$ cat src/rtl/keypad_bcd_ctrl.sv
// rtl/keypad_bcd_ctrl.sv - debounced 10-key keypad to BCD digit events with valid/ready handoff
// Optional build macro: KEY_AUTOREPEAT_EN (auto-repeat while a key stays held)
module keypad_bcd_ctrl #(
`ifdef KEY_AUTOREPEAT_EN
    parameter int REPEAT_DELAY    = 2000,
    parameter int REPEAT_PERIOD   = 500,
`endif
    parameter int DEBOUNCE_CYCLES = 16
) (
    input  logic       clk,
    input  logic       rst_n,
    input  logic [9:0] key_n,
    output logic [3:0] digit_bcd,
    output logic       digit_valid,
    input  logic       digit_ready,
    output logic       key_active,
    output logic       overrun,
    input  logic       ovr_clr
);

    localparam int CNT_W = $clog2(DEBOUNCE_CYCLES + 1);
    localparam logic [CNT_W-1:0] CNT_ONE  = CNT_W'(1);
    // The entry sample counts as the first stable one, so the last step is one short
    localparam logic [CNT_W-1:0] CNT_LAST = CNT_W'(DEBOUNCE_CYCLES - 1);

    localparam logic [1:0] ST_IDLE     = 2'd0;
    localparam logic [1:0] ST_DEBOUNCE = 2'd1;
    localparam logic [1:0] ST_HELD     = 2'd2;
    localparam logic [1:0] ST_RELEASE  = 2'd3;

`ifdef KEY_AUTOREPEAT_EN
    localparam int RPT_MAX = (REPEAT_DELAY > REPEAT_PERIOD) ? REPEAT_DELAY : REPEAT_PERIOD;
    localparam int RPT_W   = $clog2(RPT_MAX + 1);
    localparam logic [RPT_W-1:0] RPT_DELAY_LAST  = RPT_W'(REPEAT_DELAY - 1);
    localparam logic [RPT_W-1:0] RPT_PERIOD_LAST = RPT_W'(REPEAT_PERIOD - 1);

    logic [RPT_W-1:0] rpt, rpt_nxt;
    logic             rpt_first, rpt_first_nxt;
`endif

    logic [9:0]       sync1, sync2;
    logic             any;
    logic [3:0]       code;
    logic [1:0]       state, state_nxt;
    logic [CNT_W-1:0] cnt, cnt_nxt;
    logic [3:0]       cand, cand_nxt;
    logic             emit;

    // Two-flop synchroniser on every keypad line; idle lines read high
    always_ff @(posedge clk) begin
        if (!rst_n) begin
            sync1 <= 10'h3FF;
            sync2 <= 10'h3FF;
        end else begin
            sync1 <= key_n;
            sync2 <= sync1;
        end
    end

    // Priority encoder: ascending scan so the highest pressed key is the last written
    always_comb begin
        any  = ~&sync2;
        code = 4'd0;
        for (int i = 0; i < 10; i++) begin
            if (!sync2[i]) code = 4'(i);
        end
    end

    // Debounce FSM next-state and event generation
    always_comb begin
        state_nxt = state;
        cnt_nxt   = cnt;
        cand_nxt  = cand;
        emit      = 1'b0;
`ifdef KEY_AUTOREPEAT_EN
        rpt_nxt       = '0;
        rpt_first_nxt = 1'b1;
`endif
        case (state)
            ST_IDLE: begin
                if (any) begin
                    state_nxt = ST_DEBOUNCE;
                    cnt_nxt   = CNT_ONE;
                    cand_nxt  = code;
                end
            end
            ST_DEBOUNCE: begin
                if (!any) begin
                    state_nxt = ST_IDLE;
                    cnt_nxt   = '0;
                end else if (code != cand) begin
                    cand_nxt = code;
                    cnt_nxt  = CNT_ONE;
                end else if (cnt >= CNT_LAST) begin
                    state_nxt = ST_HELD;
                    cnt_nxt   = '0;
                    emit      = 1'b1;
                end else begin
                    cnt_nxt = cnt + CNT_ONE;
                end
            end
            ST_HELD: begin
                if (!any) begin
                    state_nxt = ST_RELEASE;
                    cnt_nxt   = CNT_ONE;
                end
`ifdef KEY_AUTOREPEAT_EN
                else begin
                    rpt_first_nxt = rpt_first;
                    if (rpt >= (rpt_first ? RPT_DELAY_LAST : RPT_PERIOD_LAST)) begin
                        emit          = 1'b1;
                        rpt_nxt       = '0;
                        rpt_first_nxt = 1'b0;
                    end else begin
                        rpt_nxt = rpt + RPT_W'(1);
                    end
                end
`endif
            end
            default: begin
                if (any) begin
                    // Release bounce: back to held without a new event
                    state_nxt = ST_HELD;
                    cnt_nxt   = '0;
                end else if (cnt >= CNT_LAST) begin
                    state_nxt = ST_IDLE;
                    cnt_nxt   = '0;
                end else begin
                    cnt_nxt = cnt + CNT_ONE;
                end
            end
        endcase
    end

    // FSM state, digit register, handshake and sticky overrun
    always_ff @(posedge clk) begin
        if (!rst_n) begin
            state       <= ST_IDLE;
            cnt         <= '0;
            cand        <= 4'd0;
            digit_bcd   <= 4'd0;
            digit_valid <= 1'b0;
            overrun     <= 1'b0;
`ifdef KEY_AUTOREPEAT_EN
            rpt         <= '0;
            rpt_first   <= 1'b1;
`endif
        end else begin
            state <= state_nxt;
            cnt   <= cnt_nxt;
            cand  <= cand_nxt;
`ifdef KEY_AUTOREPEAT_EN
            rpt       <= rpt_nxt;
            rpt_first <= rpt_first_nxt;
`endif
            if (emit && (!digit_valid || digit_ready)) begin
                digit_bcd   <= cand;
                digit_valid <= 1'b1;
            end else if (digit_valid && digit_ready) begin
                digit_valid <= 1'b0;
            end
            // A drop in the same cycle as a clear keeps the flag set
            overrun <= (overrun & ~ovr_clr) | (emit & digit_valid & ~digit_ready);
        end
    end

    assign key_active = (state == ST_HELD);

endmodule

$ cat config.mk
export PLATFORM = sky130hd
export DESIGN_NAME = keypad_bcd_ctrl
export DESIGN_NICKNAME = d
export VERILOG_FILES = /design/src/rtl/keypad_bcd_ctrl.sv
export SDC_FILE = /design/constraint.sdc
export NUM_CORES = 1
export LEC_CHECK = 0
export BUFFER_PORTS_ARGS = -buffer_cell sky130_fd_sc_hd__buf_2
export CORE_MARGIN = 2
export CORE_UTILIZATION = 41
export CTS_CLUSTER_SIZE = 16
export DETAILED_ROUTE_END_ITERATION = 8
export PLACE_DENSITY = 0.64
export SKIP_LAST_GASP = 1
export SLEW_MARGIN = 20
export SYNTH_ARGS = -nofsm -noshare
export SYNTH_HDL_FRONTEND = slang
export SYNTH_SLANG_ARGS = --single-unit
$ cat constraint.sdc
create_clock -name clk -period 2.5 [get_ports clk]
set_input_delay 0.5 -clock clk [delete_from_list [all_inputs] [get_ports clk]]
set_output_delay 0.5 -clock clk [all_outputs]
set_load 0.1 [all_outputs]
Yosys cells after proc, flatten, opt, wreduce, memory -nomap -nowiden --
Cells that the tools add are included.
Storage, ports and cells: memories kept 0, ROM bits 0, register bits after elaboration 37, bits in latches 0, memory bits (writable) 0, input bits 14
Cells by class: bitwise operators 6, order comparisons 1, div/mod/pow operators 0, multiplexer cells 34, shift-type cells 0, $mul 0, reduce and logical (&&, ||, !) cells 11, eq/ne operators 10, $add $sub $neg 1
Operators with widths (count):
- 4-bit two-way mux | 11
- 5-bit two-way mux | 6
- 5-bit case mux with 3 select lines | 1
- 2-bit two-way mux | 7
- 10-bit AND reduction | 1
- 4-bit case mux with 2 select lines | 1
- 1-bit two-way mux | 7
- 2-bit inequality test, second input constant | 3
- 3-bit inequality test, second input constant | 2
- 2-bit case mux with 3 select lines | 1
- 5-bit by 1-bit adder with 5-bit output, second input constant | 1
- 5-bit by 4-bit >= comparator with 1-bit output, second input constant | 1
- 5-bit AND reduction | 1
- 4-bit by 2-bit inequality test with 1-bit output, second input constant | 1
- 4-bit inequality test | 1
- 4-bit AND reduction | 1
- 2-bit nonzero test | 2
- 1-bit AND | 3
- 2-bit by 1-bit == test with 1-bit output, second input constant | 1
- 2-bit == test, second input constant | 1
- 1-bit logical AND | 2
- 2-bit zero test | 1
- 2-bit by 1-bit inequality test with 1-bit output, second input constant | 1
- 1-bit NOT | 2
- other kinds (4) | 4

Depth between registers and ports, before layout --
depth after elaboration 16, gate-level depth with buffers 9, depth with buffers taken out 9

Least setup slack after synthesis --
No wires, ideal clock.
kind register to output, from reg state[0], to out key_active, arrival time 1805 ps, slack 195 ps, stages on the path, launching flop included 3, path buffers 1, required time 2000 ps, cell sequence dfxtp_1 -> clkbuf_1 -> nor2b_1
Between the ends: cells in the longest elaborated chain, start to end 1
RTL lines:
- start, declared | RTL line 44 | logic [1:0] state, state_nxt;
- start signal, assigned | RTL line 149 | state <= state_nxt;
- 2-bit == test | RTL line 167 | assign key_active = (state == ST_HELD);
- end, declared | RTL line 16 | output logic key_active,
No other way between the ends.

Final worst setup path --
from reg sync2[8], to reg digit_bcd[1]
Between the ends: cells in the longest elaborated chain, start to end 7
RTL lines:
- start, declared | RTL line 41 | logic [9:0] sync1, sync2;
- start signal, assigned | RTL line 56 | sync2 <= sync1;
- 4-bit two-way mux (2 in a row) | RTL line 65 | if (!sync2[i]) code = 4'(i);
- 4-bit inequality test | RTL line 91 | end else if (code != cand) begin
- 1-bit two-way mux | RTL line 91
- 1-bit two-way mux * | RTL line 88 | if (!any) begin
- 1-bit two-way mux * | RTL line 79 | case (state)
- 1-bit logical AND * | RTL line 156 | if (emit && (!digit_valid || digit_ready)) begin
- end signal, assigned | RTL line 157 | digit_bcd <= cand;
- end, declared | RTL line 13 | output logic [3:0] digit_bcd,
Every way passes the cells marked *; elsewhere a longest branch is shown, timed or not. A chain may end at the register's enable or synchronous reset.

==> results by group <==
Worst setup path
  – Cell Chain, Critical Path: nand4_4, nor4_2, a211o_1, a32o_2, nand3_4, nor4b_4, mux2i_1
  – Critical path's largest stage delay: 0.45 ns
  – CP Data Required Time: 2.72 ns
  – Slowest cell on crit path: dfxtp_1
  – WS Path Type: reg2reg
  – Worst-path fanout max: 7
  – CP Capture Type: flip-flop
  – Crit start category: flip-flop
  – Worst EP arrival: 2.28 ns

Place
  – Placer Congestion: 0.8265
  – Placed instance area: 1735 um^2
  – Port bufs: 20
  – Detail Placement HPWL: 2131 um

Worst hold path
  – Hold Crit Class: in2reg

Cells and area
  – Diode count: 0
  – Design area: 1837 um^2
  – Layout Nets: 207
  – Most common cell after layout, fill and taps aside: dfxtp_1
  – Most frequent cells in the layout: 37 x dfxtp_1, 22 x nand2_1, 21 x nand2b_1
  – Footprint of the multi-input gates: 800.8 um^2
  – Fill cells: 349
  – Fraction of layout cells with a size suffix above 1: 0.2083
  – Synth-to-Final Area Change: 15.77%
  – Sequential cell area: 740.7 um^2

Drt
  – Drt pass-1 iters: 4
  – DR iter-0 viols: 121
  – Final wirelength: 2852 um
  – Per-cell routed wire length: 11.88 um
  – M1 wire length: 1280 um
  – Vias per cell: 5.088
  – Detailed-route DRC error count: 0
  – Total length of routed met2 wires: 1401 um
  – Final ANT Viol Nets: 0
  – Top Metal Used: met4
  – Via count: 1,221
  – Routed wl met3: 137 um

STA
  – Slew Viols, Final: 0
  – Fin crit share: 0.8262
  – Max transition margin: 0.6777
  – # setup viols final: 0
  – Slew @ Worst Pin: 0.4869 ns
  – Skew final: 0.009396 ns
  – Final count of hold timing violations: 0
  – Setup TNS: 0 ns
  – Minimum clock period: 2.065 ns
  – Maximum clock frequency: 484.2 MHz
  – RSZ-0062 raised after global routing: false

Clock network
  – Worst-Skew Late Latency: 0.28 ns
  – Root buffer cell: clkbuf_8
  – CTS sink count: 37
  – Clk slew on worst S/H paths: 0.08 ns
  – CTS Hold Buffers Added: 0
  – Postcts setup bufs: 0
  – CTS tree: built
  – Clock Tree Buf Depth: 2
  – CTS Buf Count: 5
  – Depth of the CTS H-tree: 2
  – Post-CTS sizing: 0

Synth
  – Syn_area_per_cell: 9.444 um^2
  – #FFs+latches synth: 37
  – Syn nets: 184
  – Post-Synthesis Cells: 168
  – Top FF cell, synth: dfxtp_1
  – Count of cell types in the netlist: 41
  – Synth warn: 0
  – Async S/R FF share, synth: 0
  – Post-synthesis sequential area ratio: 0.4669
  – EDFF count, synth: 0
  – Synthesized cell area: 1587 um^2

Global route
  – First-pass GRT wire length: 4892 um
  – Total grt overflow: 0
  – Largest net degree at the start of global routing: 26
  – Initial antenna violation count: 0
  – Vias in the first global route: 1,126
  – Tot GR Track Use: 0.1472

Floorplan
  – Rows: 22
  – Initial Utilization: 0.4301
  – # IOs: 21
  – Core area: 3689 um^2
  – Die Span X: 66.21 um
  – Die Height: 66.21 um
  – DIE AREA: 4383 um^2

Power
  – Leakage: 0.7947 nW
  – Cell area power density: 673.0 nW/um^2
  – Worst VDD drop: 0.4363 mV

Run status
  – Status: finished, final reports clean

Job
  – Max-cap violations: 0
[synth_stat cells, types with 2 or more instances]
cell,number,area share
nor3b_1,2,0.0095
ha_1,2,0.016
nand3_1,3,0.0095
nand2b_1,21,0.083
xnor2_1,2,0.011
dfxtp_1,37,0.47
nor3_1,4,0.013
inv_1,7,0.017
a31oi_1,4,0.016
nor2_1,12,0.028
o21ai_0,4,0.013
and3_1,2,0.0079
clkbuf_1,5,0.012
o21a_1,2,0.0095
nand2_1,22,0.052
nor2b_1,3,0.012
o41ai_1,2,0.011
nand4_1,3,0.012
mux2i_1,8,0.050
a21oi_1,2,0.0063
[registers in the layout, summed over array words and instances, names as in the netlist, named ones only]
signal,flops
sync1,10
sync2,10
digit_bcd,4
digit_valid,1
cnt,5
cand,4
state,1
overrun,1
[worst max-delay path, delay by kind of cell (launching register included)]
kind	cells	cell delay, ns
simple gates	4	1.02
flops	1	0.45
compound gates	2	0.30
mux	1	0.23
[layer usage]
layer	GRT usage	vias to the layer above
met5	0	-
met3	0.04089	4
met4	0.06888	0
li1	-	626
met1	0.1719	565
met2	0.2475	26
[cell families (layout without fill, tap and decap cells)]
logic type | after synthesis | in the layout | synth area share
multiplexers | 9 | 9 | 0.05757
AO/OA/AOI/OAI | 24 | 24 | 0.1096
AND/OR/NAND/NOR | 81 | 81 | 0.3052
flip-flops | 37 | 37 | 0.4669
buffers and inverters | 12 | 36 | 0.02840
XOR/XNOR | 3 | 3 | 0.01656
adder cells (fa/ha/maj) | 2 | 2 | 0.01577
[metrics by stage]
step	hold WS [ns]	utilization	power [W]	std cells	setup slack (ns)
after floorplan	0.3863	-	0.0007672	168	0.1947
after global placement	0.3916	0.4705	0.0007971	232	0.5432
after detailed placement	0.3961	0.4705	0.0008039	232	0.4422
after CTS	0.3877	0.4980	0.001250	240	0.4300
after global routing	0.3923	0.4980	0.001302	240	0.2676
final	0.3946	0.4980	0.001236	240	0.4346
[worst paths after layout]
path             from           end  slack [ns]  cells after the start
min reg2reg  sync1[6]      sync2[6]        0.41                      1
max reg2reg  sync2[8]  digit_bcd[1]        0.43                      7
min          key_n[6]      sync1[6]        0.39                      2
max          sync2[8]  digit_bcd[1]        0.43                      7
[cell type report]
type                       instances  area share
clock inverter                     1    0.002725
multi-input combinational        119      0.4360
sequential                        37      0.4033
timing repair buffer              21     0.05858
clock buffer                       7     0.05245
tap                               48     0.03270
inverter                           7     0.01431
[power breakdown]
| part | switching [W] | total, W | internal, W |
|---|---|---|---|
| registers | 0.0000222 | 0.000637 | 0.000615 |
| clock network | 0.000197 | 0.000445 | 0.000249 |
| logic | 0.0000856 | 0.000154 | 0.0000682 |
No activity file was read; power rests on OpenSTA's default activity.
